--- src/rtl/stream_pipe.sv ---
// N-stage valid/ready register pipeline with backpressure, bubble collapse,
// synchronous flush and an occupancy count. N=0 degenerates to wires.
module stream_pipe #(
  parameter  int WIDTH = 32,
  parameter  int N     = 1,
  localparam int CW    = (N > 0) ? $clog2(N + 1) : 1
) (
  input  logic             clk,
  input  logic             reset,
  input  logic             flush,
  input  logic [WIDTH-1:0] data_i,
  input  logic             valid_i,
  output logic             ready_i,
  output logic [WIDTH-1:0] data_o,
  output logic             valid_o,
  input  logic             ready_o,
  output logic [CW-1:0]    count_o
);

  if (N == 0) begin : g_pass
    logic unused_s;
    assign unused_s = ^{clk, reset, flush};
    assign data_o   = data_i;
    assign valid_o  = valid_i;
    assign ready_i  = ready_o;
    assign count_o  = '0;
  end else begin : g_pipe
    logic [N-1:0]     v_q, v_d;
    logic [WIDTH-1:0] d_q [N];
    logic [WIDTH-1:0] d_d [N];
    logic [N-1:0]     en_s;
    logic [N:0]       v_chain_s;
    logic [WIDTH-1:0] d_chain_s [N+1];
    logic [CW-1:0]    cnt_s;

    // Stage k may load when any stage from k to the output is empty or the
    // consumer is ready; accumulated from the output side to avoid a comb loop.
    always_comb begin
      logic acc;
      en_s = '0;
      acc  = ready_o;
      for (int k = N - 1; k >= 0; k--) begin
        acc     = acc | ~v_q[k];
        en_s[k] = acc;
      end
    end

    // Each stage's source: the upstream port for stage 0, else the previous stage.
    always_comb begin
      v_chain_s    = {v_q, valid_i};
      d_chain_s[0] = data_i;
      for (int k = 0; k < N; k++) begin
        d_chain_s[k+1] = d_q[k];
      end
    end

    // Next state per stage: load from the source when enabled, else hold.
    always_comb begin
      v_d = v_q;
      for (int k = 0; k < N; k++) begin
        d_d[k] = d_q[k];
        if (en_s[k]) begin
          v_d[k] = v_chain_s[k];
          d_d[k] = d_chain_s[k];
        end else begin
          v_d[k] = v_q[k];
          d_d[k] = d_q[k];
        end
      end
    end

    // Valid bits: reset and flush both empty the pipe, overriding the enables.
    always_ff @(posedge clk) begin
      if (reset) begin
        v_q <= '0;
      end else if (flush) begin
        v_q <= '0;
      end else begin
        v_q <= v_d;
      end
    end

    // Payload registers carry no reset; invalid stages are don't-care.
    always_ff @(posedge clk) begin
      for (int k = 0; k < N; k++) begin
        d_q[k] <= d_d[k];
      end
    end

    // Occupancy from the registered valid bits only.
    always_comb begin
      cnt_s = '0;
      for (int k = 0; k < N; k++) begin
        cnt_s = cnt_s + CW'(v_q[k]);
      end
    end

    assign ready_i = en_s[0];
    assign valid_o = v_q[N-1];
    assign data_o  = d_q[N-1];
    assign count_o = cnt_s;
  end

endmodule
--- config.mk ---
export PLATFORM = sky130hd
export DESIGN_NAME = stream_pipe
export DESIGN_NICKNAME = d
export VERILOG_FILES = /design/src/rtl/stream_pipe.sv
export SDC_FILE = /design/constraint.sdc
export NUM_CORES = 1
export LEC_CHECK = 0
export ABC_CLOCK_PERIOD_IN_PS = 1500
export CAP_MARGIN = 25
export CORE_ASPECT_RATIO = 0.75
export CORE_MARGIN = 3
export CORE_UTILIZATION = 30
export DETAILED_ROUTE_END_ITERATION = 8
export GPL_TIMING_DRIVEN = 0
export HOLD_SLACK_MARGIN = 0.15
export PLACE_DENSITY = 0.71
export SYNTH_ARGS = -nofsm -noshare
export SYNTH_HDL_FRONTEND = slang
export SYNTH_SLANG_ARGS = --single-unit
--- constraint.sdc ---
create_clock -name clk -period 1.5 [get_ports clk]
set_input_delay 0.3 -clock clk [delete_from_list [all_inputs] [get_ports clk]]
set_output_delay 0.3 -clock clk [all_outputs]
set_load 0.03 [all_outputs]
==> impl_metrics.yaml, run 1 <==
layout:
  final_cell_mix: "clkdlybuf4s50_1 (36), dlygate4sd2_1 (33), edfxtp_1 (32)"
  area_growth_pct: 85.0
  num_antenna_cells: 0
  layout_commonest_cell: "clkdlybuf4s50_1"
  fin_nets: 156
  layout-drive-gt1-share: 0.150
  finish.utilization: 0.611
  fill_cells: 237
  design_area_um2: 1880
timing:
  fin_crit_ns: 1.42
  finalCritPeriodShare: 0.945
  hold_viol: 0
  maxSlewHeadroom: 0.731
  finalMaxSlewViolations: 0
  fin_hold_ws_ns: 0.569
  timing.final.ws_setup_ns: 0.0820
  fmax_mhz: 705
  grt_setup_unrepaired: "no"
  worst_pin_slew_ns: 0.404
  skew_ns: 0.00702
  setup_viol: 0
floorplanning:
  initial_core_util: 0.330
  fp.dieW_um: 73.3
  rows: 17
  core_area_um2: 3080
  die-area_um2: 4140
  ios: 72
  die_h_um: 56.5
worst_setup_path:
  setup.worst_path.class: "in2out"
  cp_max_fo: 4
  regToRegSetupSlack_ns: 0.44
  start_kind: "input port"
  slowest_stage: "clkdlybuf4s50_1"
  worstPathArrival_ns: 1.12
  slowest_delay_ns: 0.47
  crit_chain: "clkdlybuf4s50_1 > nand2b_4 > buf_2"
  end_kind: "output port"
  worstPathRequired_ns: 1.20
clock_tree:
  clock_path_buffers: 2
  cts_sinks: 33
  cts_tree: "built"
  cts_buffers: 5
  root_buffer: "clkbuf_8"
  clk_transition_reported_paths_ns: 0.07
  htreeDepth: 2
  clk_latency_ns: 0.28
logic_synthesis:
  synth_fa_ha_area_frac: 0
  synthTopCellsByArea: "edfxtp_1 (94%), dfxtp_1 (2.0%), nand2b_4 (1.4%)"
  synthSimpleGateAreaFrac: 0.0135
  syn-cell-area_um2: 1020
  ys_warn_count: 0
  synthCells: 37
  yosysTopAreaCell: "edfxtp_1"
  synthXorXnorAreaFrac: 0
  synth_compound_area_frac: 0.0123
  synthMuxAreaShare: 0
  synth-seq-cells: 33
  synthDistinctLibCells: 6
  synth_top_family_by_area: "simple AND/OR/NAND/NOR gates"
  syn_area_per_cell_um2: 27.5
  ys_seq_area_frac: 0.963
  synth.top_cell.area_share: 0.943
  synth_fp_nets: 74
power:
  power.total_mw: 2.24
  ir_drop_mv: 0.604
  cellLeakagePower_nw: 0.758
  power_density_nw_per_um2: 1190
grt:
  grt_pass1_wl_um: 3400
  grt_max_degree: 18
  grt_pass1_vias: 702
  grt_util_all_layers: 0.120
  antenna_found_initial: 0
  grt.overflow.total: 0
hold_path:
  hp-class: "in2reg"
drt:
  ant_nets: 0
  vias: 645
  dr.pass1.iters: 3
  routed_via_density: 4.08
  drc: 0
  drt_wl_total_um: 2070
  drt_iter0_markers: 37
  routedWlPerCell_um: 13.1
placed_design:
  gp_congestion: 0.605
  pre_cts_ws_ns: -0.731
  dpl_cell_area_um2: 1780
  port_buffers: 71
outcome:
  status: "finished clean"
run:
  drv_cap: 0
[per-stage QoR]
stage,setup TNS [ns],cells
after floorplan,0,37
after global placement,-0.981,146
after detailed placement,-1.73,146
after CTS,-0.216,155
after global routing,0,158
final,0,158
[path summary, 6_finish.rpt]
check | cells after the start | endpoint | start
worst max-delay path | 3 | ready_i | ready_o
worst min-delay path | 1 | g_pipe.d_q[0][4] | data_i[4]
worst max register to register | 2 | valid_o | valid_o
worst min register to register | 2 | g_pipe.d_q[0][20] | valid_o
[logic make-up (layout without fill, tap and decap cells)]
family	count (synthesis)	count (layout)
flip-flops	33	33
buffers and inverters	2	84
AO/OA/AOI/OAI	1	1
AND/OR/NAND/NOR	1	2
[power breakdown]
group	leakage [nW]	total [mW]	switching (mW)	internal [mW]
sequential	0.344	1.08	0.0127	1.07
clock	0.0574	0.853	0.313	0.540
combinational	0.357	0.304	0.163	0.141
total	0.758	2.24	0.489	1.75
[Yosys cell counts]
cell	count
dfxtp_1	1
a211oi_2	1
buf_4	1
nand2b_4	1
inv_1	1
edfxtp_1	32
[metal layers]
metal / track usage / vias to the layer above / share of wire
met5: 0 / - / 0
met4: 0.0868 / 0 / 0.022
met3: 0.109 / 5 / 0.20
met2: 0.167 / 51 / 0.45
met1: 0.109 / 279 / 0.33
li1: - / 310 / -
[timing repair]
action | in CTS | in global routing
hold buffers | 0 | 0
resized for setup | 39 | 3
setup buffers | 0 | 3
endpoints found under the setup margin | 35 | 3
pin swaps | 0 | 0
gates cloned | 1 | 0
[state kept, by name, indices dropped and copies added, names as in the netlist]
register	count
valid_o	1
g_pipe.d_q	32
[final cells by class]
cell class,instances,area (µm²),area share
buffer,1,7.51,0.00398
clock buffer,6,82.6,0.0438
clock inverter,2,37.5,0.0199
inverter,1,3.75,0.00199
multi-input combinational,3,35.0,0.0186
sequential,33,982,0.521
tap,38,47.5,0.0252
timing repair buffer,74,688,0.365
[worst max-delay path, delay by kind of cell]
kind | cells | cell delay [ns]
simple gates | 1 | 0.15
buf+inv | 2 | 0.67
No activity file was read; power rests on OpenSTA's default activity.
==> run 2, diff against run 1 <==
- MAX_ROUTING_LAYER: unset -> met4
==> run 2 against run 1 <==
Compared with the run above:
- via count is 0.16% higher
- flip-flop and latch count stayed put
- sequential power hardly changed
- critical endpoint unchanged
- largest power group unchanged
==> impl_metrics.yaml, run 2 (synthesized netlist as in run 1, its figures left out) <==
outcome:
  status: "finished clean"
floorplanning:
  ios: 72
  core_area_um2: 3080
  die_h_um: 56.5
  rows: 17
  initial_core_util: 0.330
  die-area_um2: 4140
  fp.dieW_um: 73.3
timing:
  maxSlewHeadroom: 0.731
  fmax_mhz: 704
  fin_crit_ns: 1.42
  tns_ns: 0
  grt_setup_unrepaired: "no"
  timing.final.ws_setup_ns: 0.0797
  worst_pin_slew_ns: 0.403
  fin_hold_ws_ns: 0.569
  setup_viol: 0
  hold_viol: 0
  finalMaxSlewViolations: 0
  skew_ns: 0.00823
  finalCritPeriodShare: 0.947
power:
  ir_drop_mv: 0.604
  power_density_nw_per_um2: 1190
  cellLeakagePower_nw: 0.758
  power.total_mw: 2.24
drt:
  drt_wl_total_um: 2090
  drc: 0
  routed_via_density: 4.09
  drt_iter0_markers: 37
  vias: 646
  dr.pass1.iters: 3
  ant_nets: 0
  routedWlPerCell_um: 13.2
grt:
  grt_pass1_vias: 706
  grt.overflow.total: 0
  antenna_found_initial: 0
  grt_max_degree: 18
  grt_pass1_wl_um: 3380
  grt_util_all_layers: 0.124
placed_design:
  placedCellCount: 146
  gp_congestion: 0.609
  pre_cts_ws_ns: -0.731
  port_buffers: 71
  dpl_cell_area_um2: 1780
worst_setup_path:
  end_kind: "output port"
  rr_startpoint: "valid_o"
  crit_chain: "clkdlybuf4s50_1 > nand2b_4 > buf_2"
  slowest_stage: "clkdlybuf4s50_1"
  slowest_delay_ns: 0.47
  cp_max_fo: 4
  worstPathArrival_ns: 1.12
  start_kind: "input port"
  startpoint: "ready_o"
  worstPathRequired_ns: 1.20
  setup.worst_path.class: "in2out"
hold_path:
  hp-class: "in2reg"
  hold_start: "data_i[2]"
layout:
  area_growth_pct: 85.0
  final_cell_mix: "clkdlybuf4s50_1 (36), dlygate4sd2_1 (33), edfxtp_1 (32)"
  design_area_um2: 1880
  layout-drive-gt1-share: 0.150
  largest-register: "g_pipe.d_q"
  largest_register_ffs: 32
  finish.utilization: 0.611
  final-instance-count-excl-fill: 158
  fin_nets: 156
  layout_commonest_cell: "clkdlybuf4s50_1"
  num_antenna_cells: 0
clock_tree:
  htreeDepth: 2
  cts_buffers: 5
  clk_transition_reported_paths_ns: 0.07
  root_buffer: "clkbuf_8"
  clock_path_buffers: 2
  cts_tree: "built"
  clk_latency_ns: 0.28
  cts_sinks: 33
run:
  drv_cap: 0
[run 2: cell counts in the layout (fill, tap and decap cells not counted)]
Identical to the previous run, type by type.
[run 2: what timing repair did]
item / 4_1_cts / 5_1_grt
setup buffers: 0 / 3
gates resized for setup: 39 / 3
endpoints found under the setup margin: 35 / 3
hold buffers: 0 / 0
cloned: 1 / 0
[run 2: layout make-up]
class / count / area, µm²
plain buffers: 1 / 7.51
well taps: 38 / 47.5
clock inverters: 2 / 37.5
clock buffers: 6 / 82.6
inverters: 1 / 3.75
multi-input cells: 3 / 35.0
fillers: 237 / 1200
flip-flops and latches: 33 / 982
repair buffers: 74 / 688
[run 2: per-layer routing]
metal | wire, µm | GRT usage | part of all wire
met3 | 306 | 0.0805 | 0.15
met1 | 814 | 0.131 | 0.39
met4 | 48 | 0.0868 | 0.023
met5 | 0 | - | 0
met2 | 921 | 0.164 | 0.44
[run 2: final timing paths]
check	endpoint	slack (ns)	depth (start not counted)
worst max register to register	valid_o	0.44	2
worst min-delay path	g_pipe.d_q[0][2]	0.57	1
worst max-delay path	ready_i	0.08	3
worst min register to register	g_pipe.d_q[0][20]	0.67	2
[run 2: worst max-delay path: cells and delay by family]
kind                   cells  cell delay, ns
buffers and inverters      2            0.67
AND/OR/NAND/NOR            1            0.15
[run 2: report_power, final]
group	switching (mW)	leakage, nW	internal (mW)
registers	0.0126	0.344	1.07
clock network	0.314	0.0574	0.540
logic	0.163	0.357	0.141
total	0.490	0.758	1.75
==> run 3, diff against run 2 <==
- ABC_CLOCK_PERIOD_IN_PS: 1500 -> unset
- REMOVE_ABC_BUFFERS: unset -> 1
==> run 3 against run 2 <==
Compared with the run above:
- sequential share of layout area rose by 1.5 points
- largest cell class unchanged
- largest power group unchanged
- clock power is 26% lower
- critical path type is now reg2out
- worst hold slack worse by 0.0053 ns
- combinational power barely moved
- critical endpoint is now valid_o
- register-to-register slack worse by 0.05 ns
- cell area decreased by 2.9%
- non-clock buffer count shrank 2
==> impl_metrics.yaml, run 3 (synthesized netlist as in run 1, its figures left out) <==
power:
  cellLeakagePower_nw: 0.732
  power_density_nw_per_um2: 1100
  ir_drop_mv: 0.705
worst_setup_path:
  r2r_cells: 2
  cpLargestDelayFamily: "flip-flops"
  slowest_delay_ns: 0.45
  worstPathArrival_ns: 1.14
  slowest_stage: "dfxtp_1"
  path_buf_inv: 1
  cp.depth: 1
  worstPathRequired_ns: 1.20
  regToRegSetupSlack_ns: 0.39
  start_kind: "register"
  cp_max_fo: 4
  crit_chain: "clkdlybuf4s15_1"
  setup.worst_path.class: "reg2out"
  end_kind: "output port"
clock_tree:
  cts_hold_buf: 0
  cts_sinks: 33
  cts_tree: "built"
  htreeDepth: 2
  clk_transition_reported_paths_ns: 0.07
  cts_buffers: 5
  root_buffer: "clkbuf_8"
  clk_latency_ns: 0.28
  clock_path_buffers: 2
layout:
  final_cell_mix: "clkdlybuf4s50_1 (36), edfxtp_1 (32), dlygate4sd2_1 (32)"
  largest-register: "g_pipe.d_q"
  num_antenna_cells: 0
  layout_commonest_cell: "clkdlybuf4s50_1"
  finish.utilization: 0.593
  fill_cells: 231
  final-instance-count-excl-fill: 156
  layout-drive-gt1-share: 0.127
  area_growth_pct: 79.6
  largest_register_ffs: 32
  fin_nets: 154
outcome:
  status: "finished clean"
placed_design:
  placedCellCount: 145
  port_buffers: 71
  gp_congestion: 0.648
  pre_cts_ws_ns: -0.728
timing:
  hold_viol: 0
  fin_crit_ns: 1.44
  finalCritPeriodShare: 0.961
  maxSlewHeadroom: 0.727
  finalMaxSlewViolations: 0
  worst_pin_slew_ns: 0.409
  timing.final.ws_setup_ns: 0.0590
  grt_setup_unrepaired: "no"
  skew_ns: 0.00638
  fmax_mhz: 694
  setup_viol: 0
grt:
  grt_pass1_wl_um: 3150
  grt_pass1_vias: 672
  antenna_found_initial: 0
  grt_max_degree: 18
  grt.overflow.total: 0
  grt_util_all_layers: 0.116
floorplanning:
  ios: 72
  rows: 17
  core_area_um2: 3080
  initial_core_util: 0.330
  fp.dieW_um: 73.3
  die_h_um: 56.5
  die-area_um2: 4140
drt:
  routed_via_density: 4.08
  dr.pass1.iters: 2
  vias: 636
  drc: 0
  ant_nets: 0
  routedWlPerCell_um: 13.5
  drt_wl_total_um: 2110
  drt_iter0_markers: 51
run:
  drv_cap: 0
hold_path:
  worstHoldPathCells: 1
  hp-class: "in2reg"
[run 3: cell types whose count changed in the layout (fill, tap and decap cells not counted)]
cell / previous run / this run
clkbuf_8: 6 / 5
dfxtp_2: 1 / 0
bufinv_16: 1 / 0
clkbuf_2: 0 / 1
clkdlybuf4s15_2: 1 / 0
dfxtp_1: 0 / 1
dlygate4sd2_1: 33 / 32
clkinv_2: 0 / 2
buf_4: 4 / 2
clkdlybuf4s15_1: 0 / 1
[run 3: path summary, 6_finish.rpt]
path	startpoint	to
max	valid_o	valid_o
min	data_i[13]	g_pipe.d_q[0][13]
max reg2reg	valid_o	valid_o
min reg2reg	valid_o	g_pipe.d_q[0][17]
[run 3: what timing repair did]
action	in CTS	in global routing
setup endpoints to repair	35	3
gates cloned	1	0
buffers inserted	0	2
gates resized for setup	37	5
[run 3: cell type report]
type / count / area, µm² / area share
clock buffer: 5 / 68.8 / 0.0376
clock inverter: 3 / 17.5 / 0.00958
inverter: 1 / 3.75 / 0.00205
multi-input combinational: 3 / 35.0 / 0.0192
sequential: 33 / 981 / 0.536
tap: 38 / 47.5 / 0.0260
timing repair buffer: 73 / 676 / 0.369
[run 3: through the flow]
| stage | cell area (µm²) | hold WS (ns) | power, mW | TNS (ns) |
|---|---|---|---|---|
| after floorplan | 1010 | 0.365 | 1.24 | 0 |
| after CTS | 1820 | 0.557 | 2.04 | -0.232 |
| after global placement | 1770 | 0.857 | 1.44 | -1.32 |
| after global routing | 1830 | 0.555 | 2.11 | 0 |
| after detailed placement | 1770 | 0.858 | 1.45 | -1.66 |
| final | 1830 | 0.564 | 2.02 | 0 |
[run 3: metal layers]
metal	track usage	vias to the layer above	wire length (µm)
met5	-	-	0
met2	0.173	48	1030
met1	0.118	275	753
met4	0.0789	0	51
li1	-	306	-
met3	0.0572	7	270
[run 3: where the power goes]
group | total (mW) | switching (mW) | internal [mW]
clock network | 0.630 | 0.310 | 0.319
logic | 0.301 | 0.162 | 0.138
registers | 1.09 | 0.0141 | 1.07
